$ cat config.mk
export PLATFORM = sky130hd
export DESIGN_NAME = ladybird_btn_debounce_flat
export DESIGN_NICKNAME = d
export VERILOG_FILES = /design/src/rtl/ladybird_btn_debounce_if.sv /design/src/rtl/ladybird_btn_debounce.sv /design/src/flat_wrapper.sv
export SDC_FILE = /design/constraint.sdc
export NUM_CORES = 1
export LEC_CHECK = 0
export ABC_AREA = 0
export CAP_MARGIN = 20
export CELL_PAD_IN_SITES_DETAIL_PLACEMENT = 0
export CELL_PAD_IN_SITES_GLOBAL_PLACEMENT = 1
export CORE_MARGIN = 4
export CORE_UTILIZATION = 35
export CTS_CLUSTER_DIAMETER = 100
export CTS_CLUSTER_SIZE = 28
export DETAILED_ROUTE_END_ITERATION = 8
export HOLD_SLACK_MARGIN = 0.08
export PLACE_DENSITY = 0.78
export SLEW_MARGIN = 20
export SYNTH_ARGS = -nofsm -noshare
export SYNTH_HDL_FRONTEND = slang
export SYNTH_SLANG_ARGS = --single-unit
$ cat constraint.sdc
create_clock -name clk -period 1.9 [get_ports clk]
set_input_delay 0.19 -clock clk [delete_from_list [all_inputs] [get_ports clk]]
set_output_delay 0.19 -clock clk [all_outputs]
set_load 0.01 [all_outputs]
$ cat src/rtl/ladybird_btn_debounce_if.sv
// rtl/ladybird_btn_debounce_if.sv - button debounce signal bundle with master/slave views
interface ladybird_btn_debounce_if #(
    parameter int N_BTN = 4
);
    logic [N_BTN-1:0] btn_raw;
    logic [N_BTN-1:0] int_en;
    logic [N_BTN-1:0] int_clr;
    logic [N_BTN-1:0] btn_stable;
    logic [N_BTN-1:0] btn_rise;
    logic [N_BTN-1:0] btn_fall;
    logic [N_BTN-1:0] int_pending;
    logic             int_req;

    // Board/CPU side: drives raw levels and interrupt controls
    modport master (
        output btn_raw,
        output int_en,
        output int_clr,
        input  btn_stable,
        input  btn_rise,
        input  btn_fall,
        input  int_pending,
        input  int_req
    );

    // Debouncer side
    modport slave (
        input  btn_raw,
        input  int_en,
        input  int_clr,
        output btn_stable,
        output btn_rise,
        output btn_fall,
        output int_pending,
        output int_req
    );
endinterface

$ cat src/rtl/ladybird_btn_debounce.sv
// rtl/ladybird_btn_debounce.sv - multi-channel button debouncer with edge pulses and sticky interrupts
module ladybird_btn_debounce #(
    parameter int          N_BTN           = 4,
    parameter logic [15:0] DEBOUNCE_CYCLES = 16'd50000
) (
    input  logic                  clk,
    input  logic                  rst,
    ladybird_btn_debounce_if.slave bus
);
    localparam logic [1:0] ST_STABLE_LO = 2'd0;
    localparam logic [1:0] ST_WAIT_HI   = 2'd1;
    localparam logic [1:0] ST_STABLE_HI = 2'd2;
    localparam logic [1:0] ST_WAIT_LO   = 2'd3;

    // Last count value in a WAIT state before the new level is accepted
    localparam logic [15:0] CNT_LAST = DEBOUNCE_CYCLES - 16'd1;

    logic [N_BTN-1:0] sync1_q, sync1_d;
    logic [N_BTN-1:0] sync2_q, sync2_d;
    logic [1:0]       state_q [N_BTN];
    logic [1:0]       state_d [N_BTN];
    logic [15:0]      cnt_q   [N_BTN];
    logic [15:0]      cnt_d   [N_BTN];
    logic [N_BTN-1:0] btn_stable_q, btn_stable_d;
    logic [N_BTN-1:0] btn_rise_q, btn_rise_d;
    logic [N_BTN-1:0] btn_fall_q, btn_fall_d;
    logic [N_BTN-1:0] int_pending_q, int_pending_d;

    // Next-state: synchronizer shift, per-channel debounce FSM, sticky interrupt flags
    always_comb begin
        sync1_d      = bus.btn_raw;
        sync2_d      = sync1_q;
        btn_stable_d = btn_stable_q;
        btn_rise_d   = '0;
        btn_fall_d   = '0;
        for (int i = 0; i < N_BTN; i++) begin
            state_d[i] = state_q[i];
            cnt_d[i]   = cnt_q[i];
            case (state_q[i])
                ST_STABLE_LO: begin
                    if (sync2_q[i]) begin
                        state_d[i] = ST_WAIT_HI;
                        cnt_d[i]   = 16'd1;
                    end
                end
                ST_WAIT_HI: begin
                    if (!sync2_q[i]) begin
                        // glitch: fall back without touching outputs
                        state_d[i] = ST_STABLE_LO;
                        cnt_d[i]   = 16'd0;
                    end else if (cnt_q[i] >= CNT_LAST) begin
                        state_d[i]      = ST_STABLE_HI;
                        cnt_d[i]        = 16'd0;
                        btn_stable_d[i] = 1'b1;
                        btn_rise_d[i]   = 1'b1;
                    end else begin
                        cnt_d[i] = cnt_q[i] + 16'd1;
                    end
                end
                ST_STABLE_HI: begin
                    if (!sync2_q[i]) begin
                        state_d[i] = ST_WAIT_LO;
                        cnt_d[i]   = 16'd1;
                    end
                end
                ST_WAIT_LO: begin
                    if (sync2_q[i]) begin
                        state_d[i] = ST_STABLE_HI;
                        cnt_d[i]   = 16'd0;
                    end else if (cnt_q[i] >= CNT_LAST) begin
                        state_d[i]      = ST_STABLE_LO;
                        cnt_d[i]        = 16'd0;
                        btn_stable_d[i] = 1'b0;
                        btn_fall_d[i]   = 1'b1;
                    end else begin
                        cnt_d[i] = cnt_q[i] + 16'd1;
                    end
                end
                default: begin
                    state_d[i] = ST_STABLE_LO;
                    cnt_d[i]   = 16'd0;
                end
            endcase
        end
        // set term is OR'd after the clear so a coincident rise keeps the flag
        int_pending_d = (int_pending_q & ~bus.int_clr) | (btn_rise_q & bus.int_en);
    end

    // State registers with synchronous active-high reset
    always_ff @(posedge clk) begin
        if (rst) begin
            sync1_q       <= '0;
            sync2_q       <= '0;
            btn_stable_q  <= '0;
            btn_rise_q    <= '0;
            btn_fall_q    <= '0;
            int_pending_q <= '0;
            for (int i = 0; i < N_BTN; i++) begin
                state_q[i] <= ST_STABLE_LO;
                cnt_q[i]   <= 16'd0;
            end
        end else begin
            sync1_q       <= sync1_d;
            sync2_q       <= sync2_d;
            btn_stable_q  <= btn_stable_d;
            btn_rise_q    <= btn_rise_d;
            btn_fall_q    <= btn_fall_d;
            int_pending_q <= int_pending_d;
            for (int i = 0; i < N_BTN; i++) begin
                state_q[i] <= state_d[i];
                cnt_q[i]   <= cnt_d[i];
            end
        end
    end

    assign bus.btn_stable  = btn_stable_q;
    assign bus.btn_rise    = btn_rise_q;
    assign bus.btn_fall    = btn_fall_q;
    assign bus.int_pending = int_pending_q;
    assign bus.int_req     = |int_pending_q;
endmodule

$ cat src/flat_wrapper.sv
// flat-port wrapper written by rule: the top's interface ports become plain ports
module ladybird_btn_debounce_flat 
#(
    parameter int          N_BTN           = 4,
    parameter logic [15:0] DEBOUNCE_CYCLES = 16'd50000
)
  (clk, rst, bus_btn_raw, bus_int_en, bus_int_clr, bus_btn_stable, bus_btn_rise, bus_btn_fall, bus_int_pending, bus_int_req);
  ladybird_btn_debounce_if #(.N_BTN(N_BTN)) bus_i ();
  input  logic clk;
  input  logic rst;
  input wire logic [$bits(bus_i.btn_raw)-1:0] bus_btn_raw;
  input wire logic [$bits(bus_i.int_en)-1:0] bus_int_en;
  input wire logic [$bits(bus_i.int_clr)-1:0] bus_int_clr;
  output wire logic [$bits(bus_i.btn_stable)-1:0] bus_btn_stable;
  output wire logic [$bits(bus_i.btn_rise)-1:0] bus_btn_rise;
  output wire logic [$bits(bus_i.btn_fall)-1:0] bus_btn_fall;
  output wire logic [$bits(bus_i.int_pending)-1:0] bus_int_pending;
  output wire logic [$bits(bus_i.int_req)-1:0] bus_int_req;
  assign bus_i.btn_raw = bus_btn_raw;
  assign bus_i.int_en = bus_int_en;
  assign bus_i.int_clr = bus_int_clr;
  assign bus_btn_stable = bus_i.btn_stable;
  assign bus_btn_rise = bus_i.btn_rise;
  assign bus_btn_fall = bus_i.btn_fall;
  assign bus_int_pending = bus_i.int_pending;
  assign bus_int_req = bus_i.int_req;
  ladybird_btn_debounce #(.N_BTN(N_BTN), .DEBOUNCE_CYCLES(DEBOUNCE_CYCLES)) u_core (.clk(clk), .rst(rst), .bus(bus_i));
endmodule
# == After elaboration in Yosys (flattened, before gate mapping) ==
# Memories as Yosys holds them, arrays and structs flattened.
# Cells that the tools add are included.
# op_classes
add_sub_neg,4
magnitude_cmp,4
eq_ne,28
muxes,87
n_bitwise,24
n_reduce_logical,21
# ops
operator,count
2-to-1 mux 16 bit,24
one-hot mux 16 bit (4 select lines),4
adder 16 x 1 -> 16 bit (second input constant),4
greater-or-equal comparator 16 bit (second input constant),4
2-to-1 mux 2 bit,28
one-hot mux 2 bit (4 select lines),4
!= test 2 x 1 -> 1 bit (second input constant),12
OR reduction 3 bit,8
2-to-1 mux 1 bit,23
AND reduction 5 bit,4
== test 2 bit (second input constant),8
inverter 1 bit,12
bitwise AND 4 bit,2
== test 2 x 1 -> 1 bit (second input constant),4
logical NOT 2 bit,4
!= test 2 bit (second input constant),4
bitwise OR 1 bit,8
one-hot mux 1 bit (2 select lines),4
nonzero test 2 bit,4
inverter 4 bit,1
bitwise OR 4 bit,1
OR reduction 4 bit,1
# totals
ff_bits,24
ram_bits,72
in_bits,14
output_inout_bits,17
wordCells,185
mem_count,2
# mem_list
name,depth,word_bits,rd,rd_ports_with_merged_regs,write_ports,line_no,rtl
u_core.cnt_q,4,16,4,0,4,ladybird_btn_debounce.sv:22,logic [15:0] cnt_q [N_BTN];
u_core.state_q,4,2,4,0,4,ladybird_btn_debounce.sv:20,logic [1:0] state_q [N_BTN];

# == Longest topological paths before layout ==
# Gate-level depths: netlist of run 1.
# depth
depth_word,5
mapped_depth,8
depth_no_buf,7

# == Least setup slack after synthesis of run 1 ==
# No wires, ideal clock.
# synth_path
path_type,reg2reg
startpoint,memory u_core.state_q[3][0]
endpoint,memory u_core.cnt_q[3][11]
setup_ps,120
arrival_ps,1731
required_time_ps,1780
slack_ps,49
stages_incl_launch_ff,8
path_buffers,0
period_less_slack_ps,1851
cell_sequence,dfxtp_1 -> inv_1 -> ha_1 -> nor3b_1 -> a21oi_1 -> o21ai_0 -> nand2_1 -> nor2_1
# synth_rtl
item,line_no
start: declaration,ladybird_btn_debounce.sv:20
end: declaration,ladybird_btn_debounce.sv:22

==> metrics.txt, run 1 <==
DIE WIDTH=121.9 um; M1 WL=5.245 mm; Clock Pin Slew Worst Setup and Hold Paths=0.07 ns; first-pass GRT wire length=18.46 mm; DIE AREA=14,860 um^2; starting density of the core=35.84%; met2 wire len=4.988 mm; Yosys cell types=56; post-DP HPWL=7.803 mm; pwr/cell area=765.1 nW/um^2; startpoint types=flop; warnings from Yosys=0; Final setup viols=0; Combinational Power Share=7.4%; Setup TNS=0 ns; DP Worst Slack=-0.03206 ns; Max Freq=530.0 MHz; max-slew violation count=0; GRT overflow=0; post-route clock skew=0.006703 ns; Via-to-Cell Ratio=5.372; initial antenna violation count=0; Clock Power Share=46.4%; Post-synth EDFFs=0; final net count=629; residual antenna-violating net count after detailed routing=0; Yosys top cell area share=42.31%; Area contributors post-synth=dfxtp_1 42%, nand2_1 4.5%, a21oi_1 4.3%; min Tclk post-route=1.887 ns; final hold violation count=0; clk_lat worst skew=0.35 ns; reg2reg path depth=7; Sw Ratio=22.05%; Initial DRT Pass Iterations=4; Die Ht=121.9 um; TritonCTS buffer count=9; number of remaining DRC errors=0; worst hold-check path type=in -> reg; initial DRC count=191; Storage cell area=1931 um^2; setup slack after layout=0.01338 ns; critical path type=reg -> reg; Worst Path Arrival=2.12 ns; Async SR Flop Fraction=0%; Yosys reg bits=96; FILL cells=1,217; CP Max Fanout=11; Slew headroom=67.48%; GR Util All Layers=15.30%; Port Buffers=30; register area share after synthesis=42.31%; Max H-tree Level=3; Post-Syn Area=4542 um^2; Post-Route WL=11.03 mm; gpl congestion=0.8164; Worst EP required=2.13 ns; Critical Path Source=u_core.cnt_q[3][1]; vias in the first global route=4,011; Synth Flop Type=dfxtp_1; largest net degree at the start of global routing=44; Net Switching=985.2 uW; drt wl/cell=14.07 um; fin crit share=99.30%; reg2reg setup slack=0.01 ns; n_diodes=0; RSZ-0062 raised after global routing=yes; vias after detailed routing=4,212; Multi-input gate area=2556 um^2; area leader, netlist=dfxtp_1; Reg power frac=46.2%; leak pwr=2.113 nW; reg2reg start=u_core.cnt_q[3][1]; core area=12,670 um^2; Int Power=3.484 mW; Min Hold Slack=0.2952 ns; Cell Rows=41; crit end category=flop; CTS Sinks=96; met3 wire length=501 um; CTS tree=yes; Top Layer Used=met4; hold path start=rst; worst r2r dst=u_core.cnt_q[3][14]; Worst-Margin Slew=0.4827 ns; Max Cap Viol=0; CTS Buffer Depth=2; root buf cell=clkbuf_16; Avg Cell Area, Syn=8.602 um^2; syn_nets=549; Max rail drop VDD=0.4948 mV; Area Growth Syn to Fin=28.60%; Top Ports=31; share of layout cells above drive strength 1=17.32%; end of the critical path=u_core.cnt_q[3][14]; status=finished clean; Tot Pwr=4.469 mW; Post-Synthesis Cells=528
[through the flow]
step                      instances  area (um^2)  util, %
after global placement          763         5365    42.34
final                           784         5841    46.09
after floorplan                 528         4542        -
after CTS                       780         5715    45.11
after global routing            784         5841    46.09
after detailed placement        763         5365    42.34
[cell usage after synthesis (all sizes together), types with 2 or more instances]
| master | number |
|---|---|
| a2111oi | 2 |
| nor4b | 4 |
| nor2b | 8 |
| xnor2 | 9 |
| nand2 | 55 |
| buf | 9 |
| ha | 7 |
| o21ai | 26 |
| nand3 | 26 |
| a22o | 12 |
| o22a | 2 |
| nor2 | 39 |
| a211o | 2 |
| a22oi | 2 |
| a21oi | 39 |
| and2 | 2 |
| or3 | 8 |
| inv | 17 |
| nor3b | 2 |
| nor3 | 25 |
| a311o | 2 |
| and4 | 5 |
| xor2 | 11 |
| or4 | 4 |
| dfxtp | 96 |
| o2111ai | 3 |
| a31oi | 22 |
| nand3b | 2 |
| o211ai | 5 |
| nor4 | 10 |
| mux2i | 5 |
| nand4 | 16 |
| a21o | 7 |
| o2111a | 2 |
| nand2b | 10 |
| a211oi | 6 |
| and3 | 11 |
| o211a | 2 |
| clkbuf | 8 |
[layout make-up]
type / count / share of cell area (%)
multi-input combinational: 398 / 43.77
sequential: 96 / 33.05
timing repair buffer: 86 / 12.66
clock buffer: 10 / 3.920
tap: 172 / 3.685
clock inverter: 5 / 1.821
inverter: 17 / 1.093
[worst min path at each step]
stage | end | slack, ns | cells after the start
global route | flop | 0.30 | 3
global placement | u_core.sync2_q[3] | 0.42 | 1
CTS | u_core.bus.int_pending[0] | 0.29 | 3
detailed placement | u_core.sync2_q[3] | 0.43 | 1
finish | u_core.bus.int_pending[0] | 0.30 | 3
floorplan | u_core.sync1_q[0] | 0.32 | 1
[routing by layer]
metal | GRT usage, % | vias to the layer above
met4 | 8.824 | 0
met2 | 23.45 | 93
li1 | - | 2113
met5 | 0 | -
met3 | 3.203 | 22
met1 | 19.97 | 1984
[cells in the final DEF, fill, tap and decap left out, types with 12 or more instances in the layout]
master / netlist / layout
a21oi_1: 39 / 38
a22o_1: 12 / 12
a31oi_1: 22 / 22
buf_4: 5 / 54
clkdlybuf4s50_1: 0 / 28
dfxtp_1: 96 / 91
inv_1: 17 / 17
nand2_1: 55 / 55
nand3_1: 23 / 23
nand4_1: 16 / 16
nor2_1: 39 / 39
nor3_1: 23 / 22
o21ai_0: 24 / 23
[sequential cells by signal, indices dropped and copies added, names as in the netlist, named ones only]
register / cells
u_core.sync2_q: 4
u_core.cnt_q: 64
u_core.state_q: 4
u_core.bus.btn_stable: 4
u_core.sync1_q: 4
u_core.bus.btn_rise: 4
u_core.bus.btn_fall: 4
u_core.bus.int_pending: 4
[kinds of logic (layout without fill, tap and decap cells)]
kind of cell	after synthesis	in the layout	share of synthesized area, %
simple gates	228	228	26.28
compound gates	137	137	20.61
flops	96	96	42.31
buf+inv	34	118	3.333
xor+xnor	20	20	4.187
fa+ha+maj	7	7	1.928
mux	6	6	1.350
[worst max-delay path, cell delays in order, from the launching register on]
cell,delay (ns)
dfxtp_4,0.36
ha_4,0.15
nand3_4,0.09
a2111oi_4,0.45
nor4_2,0.10
buf_4,0.19
and3_4,0.17
a211o_1,0.25
[what timing repair did]
item / 4_1_cts / 5_1_grt
setup endpoints to repair: 4 / 30
pin swaps: 0 / 4
hold buffers: 0 / 0
buffers inserted: 2 / 4
gates resized for setup: 2 / 22
cloned: 0 / 0
endpoints found under the hold margin: 0 / 0
[power groups by stage]
stage / combinational (mW) / sequential [mW] / clock [mW]
2_1_floorplan: 0.153 / 2.10 / 0
3_3_place_gp: 0.285 / 2.11 / 0
3_5_place_dp: 0.289 / 2.11 / 0
4_1_cts: 0.304 / 2.06 / 2.11
5_1_grt: 0.364 / 2.07 / 2.20
6_report: 0.330 / 2.07 / 2.07
Note: power is estimated with default switching activity, not from simulation.
==> run 2: changes to the inputs <==
--- a/config.mk
+++ b/config.mk
@@ -15,6 +15,7 @@
 export CTS_CLUSTER_SIZE = 28
 export DETAILED_ROUTE_END_ITERATION = 8
 export HOLD_SLACK_MARGIN = 0.08
+export MAX_ROUTING_LAYER = met4
 export PLACE_DENSITY = 0.78
 export SLEW_MARGIN = 20
 export SYNTH_ARGS = -nofsm -noshare
==> metrics.txt, run 2 (synthesis gave the netlist of run 1 again) <==
status=finished clean; most common cell after layout, fill and taps aside=dfxtp_1; post-route clock skew=0.005038 ns (-0.001664 ns); non-filler cells, final=784 (unchanged); max-slew violation count=0 (unchanged); post-DP HPWL=7.803 mm (unchanged); clk_lat worst skew=0.34 ns (about the same); number of remaining DRC errors=0 (unchanged); Initial DRT Pass Iterations=4 (unchanged); first-pass GRT wire length=18.52 mm (+0.30%); GRT overflow=0 (unchanged); residual antenna-violating net count after detailed routing=0 (unchanged); Final setup viols=0 (unchanged); min Tclk post-route=1.892 ns (+0.005298 ns); Storage cell area=1931 um^2 (unchanged); Cell Rows=41 (unchanged); FILL cells=1,217 (unchanged); largest net degree at the start of global routing=44 (unchanged); leak pwr=2.113 nW (unchanged); Area Growth Syn to Fin=28.60% (unchanged); placed cell count=763 (unchanged); root buf cell=clkbuf_16; core area=12,670 um^2 (unchanged); starting density of the core=35.84% (unchanged); CP Max Fanout=11 (unchanged); vias in the first global route=3,999 (-0.30%); Worst Path Arrival=2.12 ns (about the same); DIE WIDTH=121.9 um (unchanged); worst hold-check path type=in -> reg; Port Buffers=30 (unchanged); Worst-Margin Slew=0.4847 ns (+0.002022 ns); Max rail drop VDD=0.4886 mV (-1.2%); TritonCTS buffer count=9 (unchanged); startpoint types=flop; GR Util All Layers=15.79% (+0.48 points); crit end category=flop; Placed Instance Area=5365 um^2 (unchanged); design area=5841 um^2 (unchanged); Multi-input gate area=2556 um^2 (unchanged); Max Freq=528.6 MHz (-0.28%); critical path type=reg -> reg; initial antenna violation count=0 (unchanged); Net Switching=984.8 uW (about the same); n_diodes=0 (unchanged); Clock Pin Slew Worst Setup and Hold Paths=0.07 ns (about the same); Reg with most FFs=u_core.cnt_q; Post-Route WL=11.00 mm (-0.31%); Top Ports=31 (unchanged); vias after detailed routing=4,175 (-0.88%); CTS Sinks=96 (unchanged); Sw Ratio=22.04% (about the same); Slew headroom=67.34% (-0.14 points); Tot Pwr=4.468 mW (about the same); Worst EP required=2.13 ns (about the same); Max Cap Viol=0 (unchanged); initial DRC count=170 (-11%); share of layout cells above drive strength 1=17.32% (unchanged); Clock Power Share=46.4% (about the same); DIE AREA=14,860 um^2 (unchanged); drt wl/cell=14.03 um (-0.31%); Setup TNS=0 ns (unchanged); CTS Buffer Depth=2 (unchanged); commonest cells after routing, fill and taps aside=91 x dfxtp_1, 55 x nand2_1, 54 x buf_4, 39 x nor2_1, 38 x a21oi_1; final net count=629 (unchanged); Die Ht=121.9 um (unchanged); Via-to-Cell Ratio=5.325 (-0.88%); Combinational Power Share=7.4% (about the same); fin crit share=99.57% (+0.28 points); Reg power frac=46.2% (about the same); final hold violation count=0 (unchanged); max reg flops=64 (unchanged); CTS tree=yes; Max H-tree Level=3 (unchanged); Int Power=3.484 mW (about the same); gpl congestion=0.8285 (+1.5%); pwr/cell area=765.1 nW/um^2 (about the same); RSZ-0062 raised after global routing=yes
## run 2: cell counts in the layout (fill, tap and decap cells not counted)
Identical to the previous run, type by type.
## run 2: power groups by stage
| stage | Sequential, mW | Combinational (mW) | Clock [mW] |
|---|---|---|---|
| after floorplan | 2.10 | 0.153 | 0 |
| after global placement | 2.11 | 0.285 | 0 |
| after detailed placement | 2.11 | 0.289 | 0 |
| after CTS | 2.06 | 0.304 | 2.11 |
| after global routing | 2.07 | 0.365 | 2.20 |
| final | 2.07 | 0.329 | 2.07 |
## run 2: layout make-up
type | count | share of cell area, %
sequential | 96 | 33.05
timing repair buffer | 86 | 12.66
clock buffer | 10 | 3.920
clock inverter | 5 | 1.821
tap | 172 | 3.685
multi-input combinational | 398 | 43.77
inverter | 17 | 1.093
## run 2: per-stage QoR
stage | worst slack, ns | hold slack, ns | utilization, %
after global routing | -0.06191 | 0.3014 | 46.09
after CTS | 0.01285 | 0.2872 | 45.11
after floorplan | 0.04859 | 0.3182 | -
after global placement | 0.04025 | 0.4200 | 42.34
after detailed placement | -0.03206 | 0.4261 | 42.34
final | 0.008081 | 0.2935 | 46.09
## run 2: metal layers
metal | share of wire, % | GRT usage (%) | vias to the layer above | wire (um)
met4 | 2.3 | 8.824 | 0 | 256
li1 | - | - | 2119 | -
met5 | 0 | - | - | 0
met3 | 4.7 | 2.878 | 21 | 520
met1 | 47 | 20.29 | 1942 | 5204
met2 | 46 | 23.45 | 93 | 5019
## run 2: what timing repair did
action,4_1_cts,5_1_grt
pin swaps,0,4
setup endpoints to repair,4,30
buffers inserted,2,4
resized for setup,2,22
hold buffers,0,0
gates cloned,0,0
## run 2: path summary, 6_finish.rpt
kind | start | endpoint | slack [ns] | depth (start not counted)
max | u_core.cnt_q[3][1] | u_core.cnt_q[3][14] | 0.008 | 7
min | rst | u_core.bus.int_pending[0] | 0.29 | 3
max reg2reg | u_core.cnt_q[3][1] | u_core.cnt_q[3][14] | 0.008 | 7
min reg2reg | u_core.sync1_q[3] | u_core.sync2_q[3] | 0.44 | 1
## run 2: critical path, stage by stage (launching register included)
cell	delay, ns
dfxtp_4	0.37
ha_4	0.16
nand3_4	0.09
a2111oi_4	0.45
nor4_2	0.10
buf_4	0.19
and3_4	0.17
a211o_1	0.25
